`config.mk`:
```
export PLATFORM = sky130hd
export DESIGN_NAME = tbb_mixer_dac
export DESIGN_NICKNAME = d
export VERILOG_FILES = /design/src/rtl/tbb_mixer_dac.sv
export SDC_FILE = /design/constraint.sdc
export NUM_CORES = 1
export LEC_CHECK = 0
export ABC_AREA = 1
export CAP_MARGIN = 20
export CORE_UTILIZATION = 37
export CTS_BUF_LIST = sky130_fd_sc_hd__clkbuf_4 sky130_fd_sc_hd__clkbuf_8
export DETAILED_ROUTE_END_ITERATION = 6
export GPL_ROUTABILITY_DRIVEN = 0
export GPL_TIMING_DRIVEN = 0
export SETUP_SLACK_MARGIN = 0.1
export SYNTH_ARGS = -nofsm -noshare
export SYNTH_HDL_FRONTEND = slang
export SYNTH_SLANG_ARGS = --single-unit
export TNS_END_PERCENT = 20
```
`constraint.sdc`:
```
create_clock -name clk_i -period 4.9 [get_ports clk_i]
set_input_delay 0.98 -clock clk_i [delete_from_list [all_inputs] [get_ports clk_i]]
set_output_delay 0.98 -clock clk_i [all_outputs]
set_load 0.005 [all_outputs]
```
`src/rtl/tbb_mixer_dac.sv`:
```
// TBB1143 output stage: per-channel volume, 6-bit mix, and a 1-bit DAC
// (first-order sigma-delta or 64-step PWM) for an off-chip RC filter.
module tbb_mixer_dac #(
  parameter logic [3:0] VOL_RESET  = 4'hF,
  parameter logic [3:0] CTRL_RESET = 4'b0001
) (
  input  logic       clk_i,
  input  logic       rst_i,
  input  logic       sample_en_i,
  input  logic       sq0_i,
  input  logic       sq1_i,
  input  logic [3:0] tri_i,
  input  logic       cfg_wr_i,
  input  logic [1:0] cfg_addr_i,
  input  logic [3:0] cfg_d_i,
  output logic [5:0] mix_o,
  output logic       dac_out_o
);

  localparam logic [1:0] ADDR_VOL0 = 2'd0;
  localparam logic [1:0] ADDR_VOL1 = 2'd1;
  localparam logic [1:0] ADDR_VOLT = 2'd2;
  localparam logic [1:0] ADDR_CTRL = 2'd3;

  logic [3:0] vol0_q, vol0_d;
  logic [3:0] vol1_q, vol1_d;
  logic [3:0] volt_q, volt_d;
  // ctrl[0] = EN, ctrl[1] = MODE (1 = PWM); reserved bits are not stored
  logic [1:0] ctrl_q, ctrl_d;

  logic       s1_vld_q, s1_vld_d;
  logic       sq0_s1_q, sq0_s1_d;
  logic       sq1_s1_q, sq1_s1_d;
  logic [3:0] tri_s1_q, tri_s1_d;
  logic [3:0] vol0_s1_q, vol0_s1_d;
  logic [3:0] vol1_s1_q, vol1_s1_d;
  logic [3:0] volt_s1_q, volt_s1_d;

  logic [5:0] mix_q, mix_d;
  logic [5:0] acc_q, acc_d;
  logic [5:0] cnt_q, cnt_d;
  logic [5:0] lvl_q, lvl_d;
  logic       dac_q, dac_d;

  logic [7:0] tri_prod;
  logic [5:0] mix_sum;
  logic [6:0] sum7;
  logic       ctrl_chg;

  always_comb begin
    vol0_d = vol0_q;
    vol1_d = vol1_q;
    volt_d = volt_q;
    ctrl_d = ctrl_q;
    if (cfg_wr_i) begin
      case (cfg_addr_i)
        ADDR_VOL0: vol0_d = cfg_d_i;
        ADDR_VOL1: vol1_d = cfg_d_i;
        ADDR_VOLT: volt_d = cfg_d_i;
        ADDR_CTRL: ctrl_d = cfg_d_i[1:0];
        default:   ctrl_d = ctrl_q;
      endcase
    end
  end

  // Stage 1 snapshots the pre-write volumes so a same-cycle write misses this sample
  always_comb begin
    s1_vld_d  = sample_en_i;
    sq0_s1_d  = sq0_s1_q;
    sq1_s1_d  = sq1_s1_q;
    tri_s1_d  = tri_s1_q;
    vol0_s1_d = vol0_s1_q;
    vol1_s1_d = vol1_s1_q;
    volt_s1_d = volt_s1_q;
    if (sample_en_i) begin
      sq0_s1_d  = sq0_i;
      sq1_s1_d  = sq1_i;
      tri_s1_d  = tri_i;
      vol0_s1_d = vol0_q;
      vol1_s1_d = vol1_q;
      volt_s1_d = volt_q;
    end
  end

  always_comb begin
    tri_prod = {4'b0000, tri_s1_q} * {4'b0000, volt_s1_q};
    mix_sum  = {2'b00, (sq0_s1_q ? vol0_s1_q : 4'd0)}
             + {2'b00, (sq1_s1_q ? vol1_s1_q : 4'd0)}
             + {2'b00, tri_prod[7:4]};
    mix_d    = s1_vld_q ? mix_sum : mix_q;
  end

  // A CTRL write that alters EN or MODE restarts the modulator from zero
  always_comb begin
    ctrl_chg = cfg_wr_i && (cfg_addr_i == ADDR_CTRL) && (cfg_d_i[1:0] != ctrl_q);
    sum7     = {1'b0, acc_q} + {1'b0, mix_q};
    acc_d    = 6'd0;
    cnt_d    = 6'd0;
    lvl_d    = 6'd0;
    dac_d    = 1'b0;
    if (!ctrl_chg && ctrl_q[0]) begin
      if (!ctrl_q[1]) begin
        acc_d = sum7[5:0];
        dac_d = sum7[6];
      end else begin
        dac_d = (cnt_q < lvl_q);
        lvl_d = (cnt_q == 6'd63) ? mix_q : lvl_q;
        cnt_d = cnt_q + 6'd1;
      end
    end
  end

  always_ff @(posedge clk_i) begin
    if (rst_i) begin
      vol0_q    <= VOL_RESET;
      vol1_q    <= VOL_RESET;
      volt_q    <= VOL_RESET;
      ctrl_q    <= CTRL_RESET[1:0];
      s1_vld_q  <= 1'b0;
      sq0_s1_q  <= 1'b0;
      sq1_s1_q  <= 1'b0;
      tri_s1_q  <= 4'd0;
      vol0_s1_q <= 4'd0;
      vol1_s1_q <= 4'd0;
      volt_s1_q <= 4'd0;
      mix_q     <= 6'd0;
      acc_q     <= 6'd0;
      cnt_q     <= 6'd0;
      lvl_q     <= 6'd0;
      dac_q     <= 1'b0;
    end else begin
      vol0_q    <= vol0_d;
      vol1_q    <= vol1_d;
      volt_q    <= volt_d;
      ctrl_q    <= ctrl_d;
      s1_vld_q  <= s1_vld_d;
      sq0_s1_q  <= sq0_s1_d;
      sq1_s1_q  <= sq1_s1_d;
      tri_s1_q  <= tri_s1_d;
      vol0_s1_q <= vol0_s1_d;
      vol1_s1_q <= vol1_s1_d;
      volt_s1_q <= volt_s1_d;
      mix_q     <= mix_d;
      acc_q     <= acc_d;
      cnt_q     <= cnt_d;
      lvl_q     <= lvl_d;
      dac_q     <= dac_d;
    end
  end

  assign mix_o     = mix_q;
  assign dac_out_o = dac_q;

endmodule

```
==> summary.txt, run 1 <==
Status
  – Status: complete, no violations

Floorplanning
  – IO Count: 23
  – Starting Density: 0.3917
  – Die width: roughly 93 um
  – Die ar.: approximately 8700 sq um
  – Die Y: ~93 um
  – CORE AREA: 7888 sq um
  – Cell row count: 32

Clocking
  – CTS tree: yes
  – Max Buffers Root-to-Sink: 2
  – Total setup buffers inserted after CTS: 0
  – Post-CTS Resized: 0
  – Htree depth: 3
  – Clk slew on worst S/H paths: about 60 ps
  – Root Driver: clkbuf_8
  – Clk_lat worst skew: approximately 330 ps
  – Hold Buf Count CTS: 0
  – Clock sink count: 58
  – CTS buffer count: 9

Worst setup path
  – Worst Path Required: slightly above 5000 ps
  – R2r endpoint: mix_o[4]
  – Critical path data arrival time: between 4000 and 5000 ps
  – Worst reg2reg setup slack: approximately 800 ps
  – CP max stage cell: fa_1
  – CP Launch Type: flip-flop
  – R2R cell count: 19
  – Worst-path maximum fanout: 5
  – R2r startpoint: volt_s1_q[3]
  – Element type at the critical path end: flip-flop
  – Critical path's most frequent cell: nand2_1
  – CP max stage delay: roughly 540 ps
  – Worst setup path class: flip-flop to flip-flop
  – Cell Chain, Critical Path: nand2_1 > fa_1 > inv_1 > fa_1 > ha_1 > a21oi_1 > o21a_1 > nand2_1 > nand2_1 > nand2_1 > fa_1 > inv_1 > ha_1 > a21oi_1 > nand2_1 > nand2_1 > nand2_1 > o21ai_0 > inv_1

Timing
  – Slew @ Worst Pin: between 400 and 500 ps
  – Layout Skew: 5.874 ps
  – Setup TNS: 0 ps
  – Max Slew Vio Count: 0
  – Relative slew slack: 0.7141
  – Hold_ws: about 470 ps
  – Final setup viols: 0
  – Tmin final: 4085 ps
  – Hold Vio Cnt, Final: 0
  – Max Fclk: 0.2448 GHz
  – RSZ-0062 raised after global routing: no
  – Final cycle utilization of the critical path: 0.8337

Logic synthesis
  – Sequential share of the synthesized area: 0.3759
  – Simple-Gate Fraction of Synth Area: 0.2600
  – Post-Synth Adder-Cell Area: 0.1596
  – Post-synth ARST share: 0
  – Top FF cell, synth: dfxtp_1
  – Main combinational cell family by area after synthesis: simple AND/OR/NAND/NOR gates
  – Synth unique cells: 25
  – Synthesized flop and latch total: a little under 60
  – Mux cell area share after synthesis: 0
  – Post-synthesis compound-gate area fraction: 0.08991
  – Number of synthesized flops with an enable pin: 0
  – Cell Area, Synth: slightly above 3000 sq um
  – Warnings from Yosys: 0
  – Mapped Nets: 470
  – Synth Instances: between 400 and 500
  – Xor and xnor area share after synthesis: 0.01985
  – Mean post-synth cell area: 7.355 sq um

Run
  – Max-Cap Viols: 0

Global routing
  – Total grt overflow: 0
  – Vias in the first global route: between 2,000 and 2,500
  – Largest net degree at the start of global routing: 11
  – Antenna violations before repair: 0
  – GRT Resource Usage Total: 0.1597
  – Global-route wire length before repair: ~11,000 um

Layout
  – Footprint of the multi-input gates: 1635 sq um
  – Nets: approximately 500
  – Ratio of cells with drive above 1 in the final layout: 0.06114
  – Fillers: 788
  – Antenna cells: 0
  – Register area: 1161 sq um
  – Area Growth Syn to Fin: 18.02%
  – Final non-filler cell total: 560
  – Fin area: 3646 sq um
  – Commonest non-fill, non-tap cell in the layout: nand2_1
  – Commonest non-fill, non-tap cells in the layout: nand2_1 (92), nor2_1 (68), inv_1 (62)

Place
  – Inst Count DP: approximately 540
  – DP Area: around 3400 sq um
  – Port Buffer Count: 22
  – Post-detail-place hpwl: ~4700 um

Hold path
  – Min-Delay Path Class: flip-flop to flip-flop
  – Hold endpoint: vol0_q[0]
  – Hold_sp: vol0_q[0]
  – Min-Delay Path Depth: 2

Power and ir drop
  – Power per cell area: ~300 nW/um^2
  – Worst VDD drop: about 150 uV
  – Internal: 0.0008310 W
  – Clock power share: 0.419
  – Sw Pwr: ~0.00027 W
  – Leakage: between 1.5 and 2 nW
  – Comb pwr share: 0.112
  – Sw frac: 0.2464
  – Design Power: 0.001103 W
  – Sequential share of power: 0.469

Drt
  – 1st-iter DRT viols: 92
  – WL final: around 6100 um
  – Wire per inst: roughly 11 um
  – Vias per cell: between 4 and 5
  – Vias: about 2,600
  – DRC Markers: 0
  – First-pass DRT Iterations: 4
  – Antenna Nets Post-Route: 0
==> kinds of logic (layout without fill, tap and decap cells) <==
| logic type | after synthesis | in the layout |
|---|---|---|
| adder cells (fa/ha/maj) | 34 | 34 |
| flip-flops | 58 | 58 |
| AND/OR/NAND/NOR | 195 | 195 |
| XOR/XNOR | 7 | 7 |
| buffers and inverters | 73 | 111 |
| AO/OA/AOI/OAI | 53 | 53 |
==> power by group through the flow <==
stage          sequential [W]  combinational, W  clock, W
6_report             0.000517          0.000124  0.000462
5_1_grt              0.000520          0.000144  0.000497
4_1_cts              0.000517          0.000126  0.000472
3_5_place_dp         0.000527          0.000125         0
3_3_place_gp         0.000527          0.000123         0
2_1_floorplan        0.000521         0.0000832         0
==> synth_stat cells (3+ instances only) <==
library cell / n / area share
a21oi_1: 22 / 0.036
inv_1: 62 / 0.075
ha_1: 25 / 0.10
dfxtp_1: 58 / 0.38
xor2_1: 3 / 0.0085
nor2_1: 68 / 0.083
nand3_1: 24 / 0.039
nand2_1: 92 / 0.11
xnor2_1: 4 / 0.011
clkbuf_1: 4 / 0.0049
buf_2: 3 / 0.0049
nand3b_1: 3 / 0.0073
fa_1: 9 / 0.058
o21ai_0: 26 / 0.042
o211ai_1: 4 / 0.0097
==> metrics by stage <==
| stage | util | worst slack [ps] |
|---|---|---|
| after global placement | 0.4358 | 852.0 |
| after global routing | 0.4622 | 498.3 |
| final | 0.4622 | 814.7 |
| after floorplan | - | 1142 |
| after CTS | 0.4622 | 808.5 |
| after detailed placement | 0.4358 | 828.2 |
==> flip-flops by register name, summed over array words and instances (netlist names), 2 cells and up <==
name and count:
ctrl_q 2, mix_o 6, tri_s1_q 4, volt_q 4, vol0_q 4, lvl_q 6, vol1_q 4, volt_s1_q 4
vol1_s1_q 4, vol0_s1_q 4, cnt_q 6, acc_q 6
==> critical path, delay by kind of cell (launching register included) <==
family | cells | cell delay, ps
compound gates | 4 | 740
fa+ha+maj | 5 | 2180
flops | 1 | 420
simple gates | 7 | 490
buf+inv | 3 | 140
==> cell type report <==
cell class	count	area share
sequential	58	0.3185
buffer	10	0.01544
inverter	63	0.06486
multi-input combinational	289	0.4485
clock buffer	14	0.04770
timing repair buffer	22	0.06040
tap	102	0.03500
clock inverter	2	0.009609
==> worst max-delay path by stage <==
stage / slack (ps) / start / end / depth (start not counted)
after floorplan: 1140 / volt_s1_q[3] / mix_o[4] / 19
after global placement: 850 / volt_s1_q[3] / mix_o[4] / 19
after detailed placement: 830 / volt_s1_q[3] / mix_o[4] / 19
after CTS: 810 / volt_s1_q[3] / mix_o[4] / 19
after global routing: 500 / volt_s1_q[3] / mix_o[4] / 19
final: 810 / volt_s1_q[3] / mix_o[4] / 19
==> layer usage <==
metal,vias up,global-route usage,share of wire
met2,37,0.2549,0.43
li1,1382,-,-
met5,-,0,0
met4,0,0.05769,0.014
met3,8,0.04146,0.036
met1,1136,0.2074,0.52
Note: power is estimated with default switching activity, not from simulation.
==> run 2, diff against run 1 <==
- clock period: 4.9 -> 3.8 ns (I/O delays scaled with it)
==> run 2 against run 1 <==
  * Core utilization rose by 2.6 points
  * Flip-flop and latch count did not move
  * Hold slack got worse by 5.5 ps
  * Worst setup slack got worse by 630 ps
  * Critical path type unchanged
  * Final area rose by 5.6%
==> summary.txt, run 2 (synthesis results as in run 1) <==
Worst setup path
  – Critical path data arrival time: slightly below 4000 ps
  – CP Launch Type: flip-flop
  – Worst setup path class: flip-flop to flip-flop
  – Worst reg2reg setup slack: about 190 ps
  – CP max stage delay: ~540 ps
  – R2R cell count: 19
  – CP max stage cell: fa_1
  – R2r endpoint: mix_o[5]
  – Worst Path Required: about 4000 ps
  – Worst-path maximum fanout: 4
  – Critical path's most frequent cell: nand2_2
  – Element type at the critical path end: flip-flop
  – Cell Chain, Critical Path: nand2_2 > fa_1 > inv_1 > fa_2 > ha_4 > nand3_2 > nand2_2 > nand2_2 > nand2_1 > nand2_1 > nand2_2 > fa_2 > buf_6 > fa_2 > inv_2 > a21oi_2 > o21ai_1 > o211ai_1 > inv_1
  – R2r startpoint: volt_s1_q[1]

Layout
  – Ratio of cells with drive above 1 in the final layout: 0.1376
  – Final non-filler cell total: 567
  – Commonest non-fill, non-tap cell in the layout: nand2_1
  – Nets: slightly above 500
  – Commonest non-fill, non-tap cells in the layout: nand2_1 (86), nor2_1 (68), inv_1 (59)
  – Finished Core Util: 0.4879
  – Area Growth Syn to Fin: 24.58%
  – Antenna cells: 0

Floorplanning
  – Starting Density: 0.3917
  – Die ar.: 8719 sq um
  – Die Y: a little over 90 um
  – IO Count: 23
  – Cell row count: 32
  – CORE AREA: roughly 8000 sq um
  – Die width: slightly above 90 um

Timing
  – Final setup viols: 0
  – Hold Vio Cnt, Final: 0
  – Max Fclk: roughly 0.28 GHz
  – Max Slew Vio Count: 0
  – RSZ-0062 raised after global routing: yes
  – Final cycle utilization of the critical path: 0.9506
  – Layout Skew: between 10 and 15 ps
  – Relative slew slack: 0.7066
  – Tmin final: 3612 ps
  – Hold_ws: 460.8 ps
  – Slew @ Worst Pin: about 440 ps
  – PnR worst setup slack: ~190 ps

Clocking
  – Hold Buf Count CTS: 0
  – Clock sink count: 58
  – CTS tree: yes
  – Max Buffers Root-to-Sink: 2
  – Htree depth: 3
  – Root Driver: clkbuf_8
  – CTS buffer count: 9
  – Clk_lat worst skew: between 300 and 400 ps
  – Clk slew on worst S/H paths: ~70 ps

Status
  – Status: complete, no violations

Place
  – Inst Count DP: between 500 and 600
  – Worst slack at placement: -122.8 ps
  – Port Buffer Count: 22
  – Post-detail-place hpwl: ~4800 um

Drt
  – WL final: 6574 um
  – DRC Markers: 0
  – Wire per inst: about 12 um
  – 1st-iter DRT viols: between 100 and 150
  – Antenna Nets Post-Route: 0
  – Vias per cell: 4.663
  – First-pass DRT Iterations: 4
  – Vias: approximately 2,600

Global routing
  – GRT Resource Usage Total: 0.1646
  – Global-route wire length before repair: 11,060 um
  – Largest net degree at the start of global routing: 11
  – Total grt overflow: 0
  – Vias in the first global route: approximately 2,400
  – Antenna violations before repair: 0

Power and ir drop
  – Design Power: 0.001497 W
  – Power per cell area: 389.0 nW/um^2
  – Worst VDD drop: around 160 uV
  – Leakage: around 1.9 nW

Hold path
  – Hold endpoint: cnt_q[0]
  – Hold_sp: cnt_q[0]
  – Min-Delay Path Depth: 1
  – Min-Delay Path Class: flip-flop to flip-flop

Run
  – Max-Cap Viols: 0
## run 2: cell count changes in the layout (fill, tap and decap cells not counted), sizes merged
| cell | change |
|---|---|
| clkbuf | -3 |
| bufinv | +1 |
| clkinvlp | +1 |
| buf | +8 |
## run 2: per-layer routing
| layer | part of all wire | track usage |
|---|---|---|
| met1 | 0.49 | 0.2157 |
| met2 | 0.46 | 0.2623 |
| met3 | 0.033 | 0.03902 |
| met4 | 0.016 | 0.06154 |
| met5 | 0 | 0 |
## run 2: repair_timing
item / CTS / global route
pin swaps: 2 / 26
buffers inserted: 4 / 4
endpoints found under the setup margin: 4 / 4
resized for setup: 18 / 17
cloned: 0 / 0
## run 2: worst max path at each step
stage                  from       end  slack, ps  cells after the start
3_3_place_gp   volt_s1_q[3]  mix_o[4]       -100                     19
3_5_place_dp   volt_s1_q[3]  mix_o[4]       -120                     19
4_1_cts        volt_s1_q[2]  mix_o[4]        120                     20
2_1_floorplan  volt_s1_q[3]  mix_o[4]        160                     19
6_report       volt_s1_q[1]  mix_o[5]        190                     19
5_1_grt        volt_s1_q[1]  mix_o[4]        -10                     20
## run 2: cell type report
cell class	instances	area, sq um
clock inverters	4	76.32
clock buffers	11	145.1
repair buffers	30	284.0
plain buffers	10	56.30
flip-flops and latches	58	1176
inverters	63	236.5
fillers	796	4039
multi-input cells	289	1747
well taps	102	127.6
## run 2: worst max-delay path: cells and delay by family, from the launching register on
kind            cells  cell delay, ps
flops               1             370
buf+inv             4             320
fa+ha+maj           5            2140
simple gates        7             470
compound gates      3             250
## run 2: metrics by stage
stage               setup TNS [ps]  instance area [sq um]
global placement            -108.4                   3453
detailed placement          -236.5                   3453
CTS                              0                   3760
finish                           0                   3849
global route                -16.56                   3849
floorplan                        0                   3105
## run 2: where the power goes
| group | switching [W] | total, W | leakage [nW] | internal, W |
|---|---|---|---|---|
| Clock | 0.000250 | 0.000642 | 0.109 | 0.000392 |
| Sequential | 0.0000240 | 0.000665 | 0.479 | 0.000641 |
| Combinational | 0.000102 | 0.000191 | 1.30 | 0.0000886 |
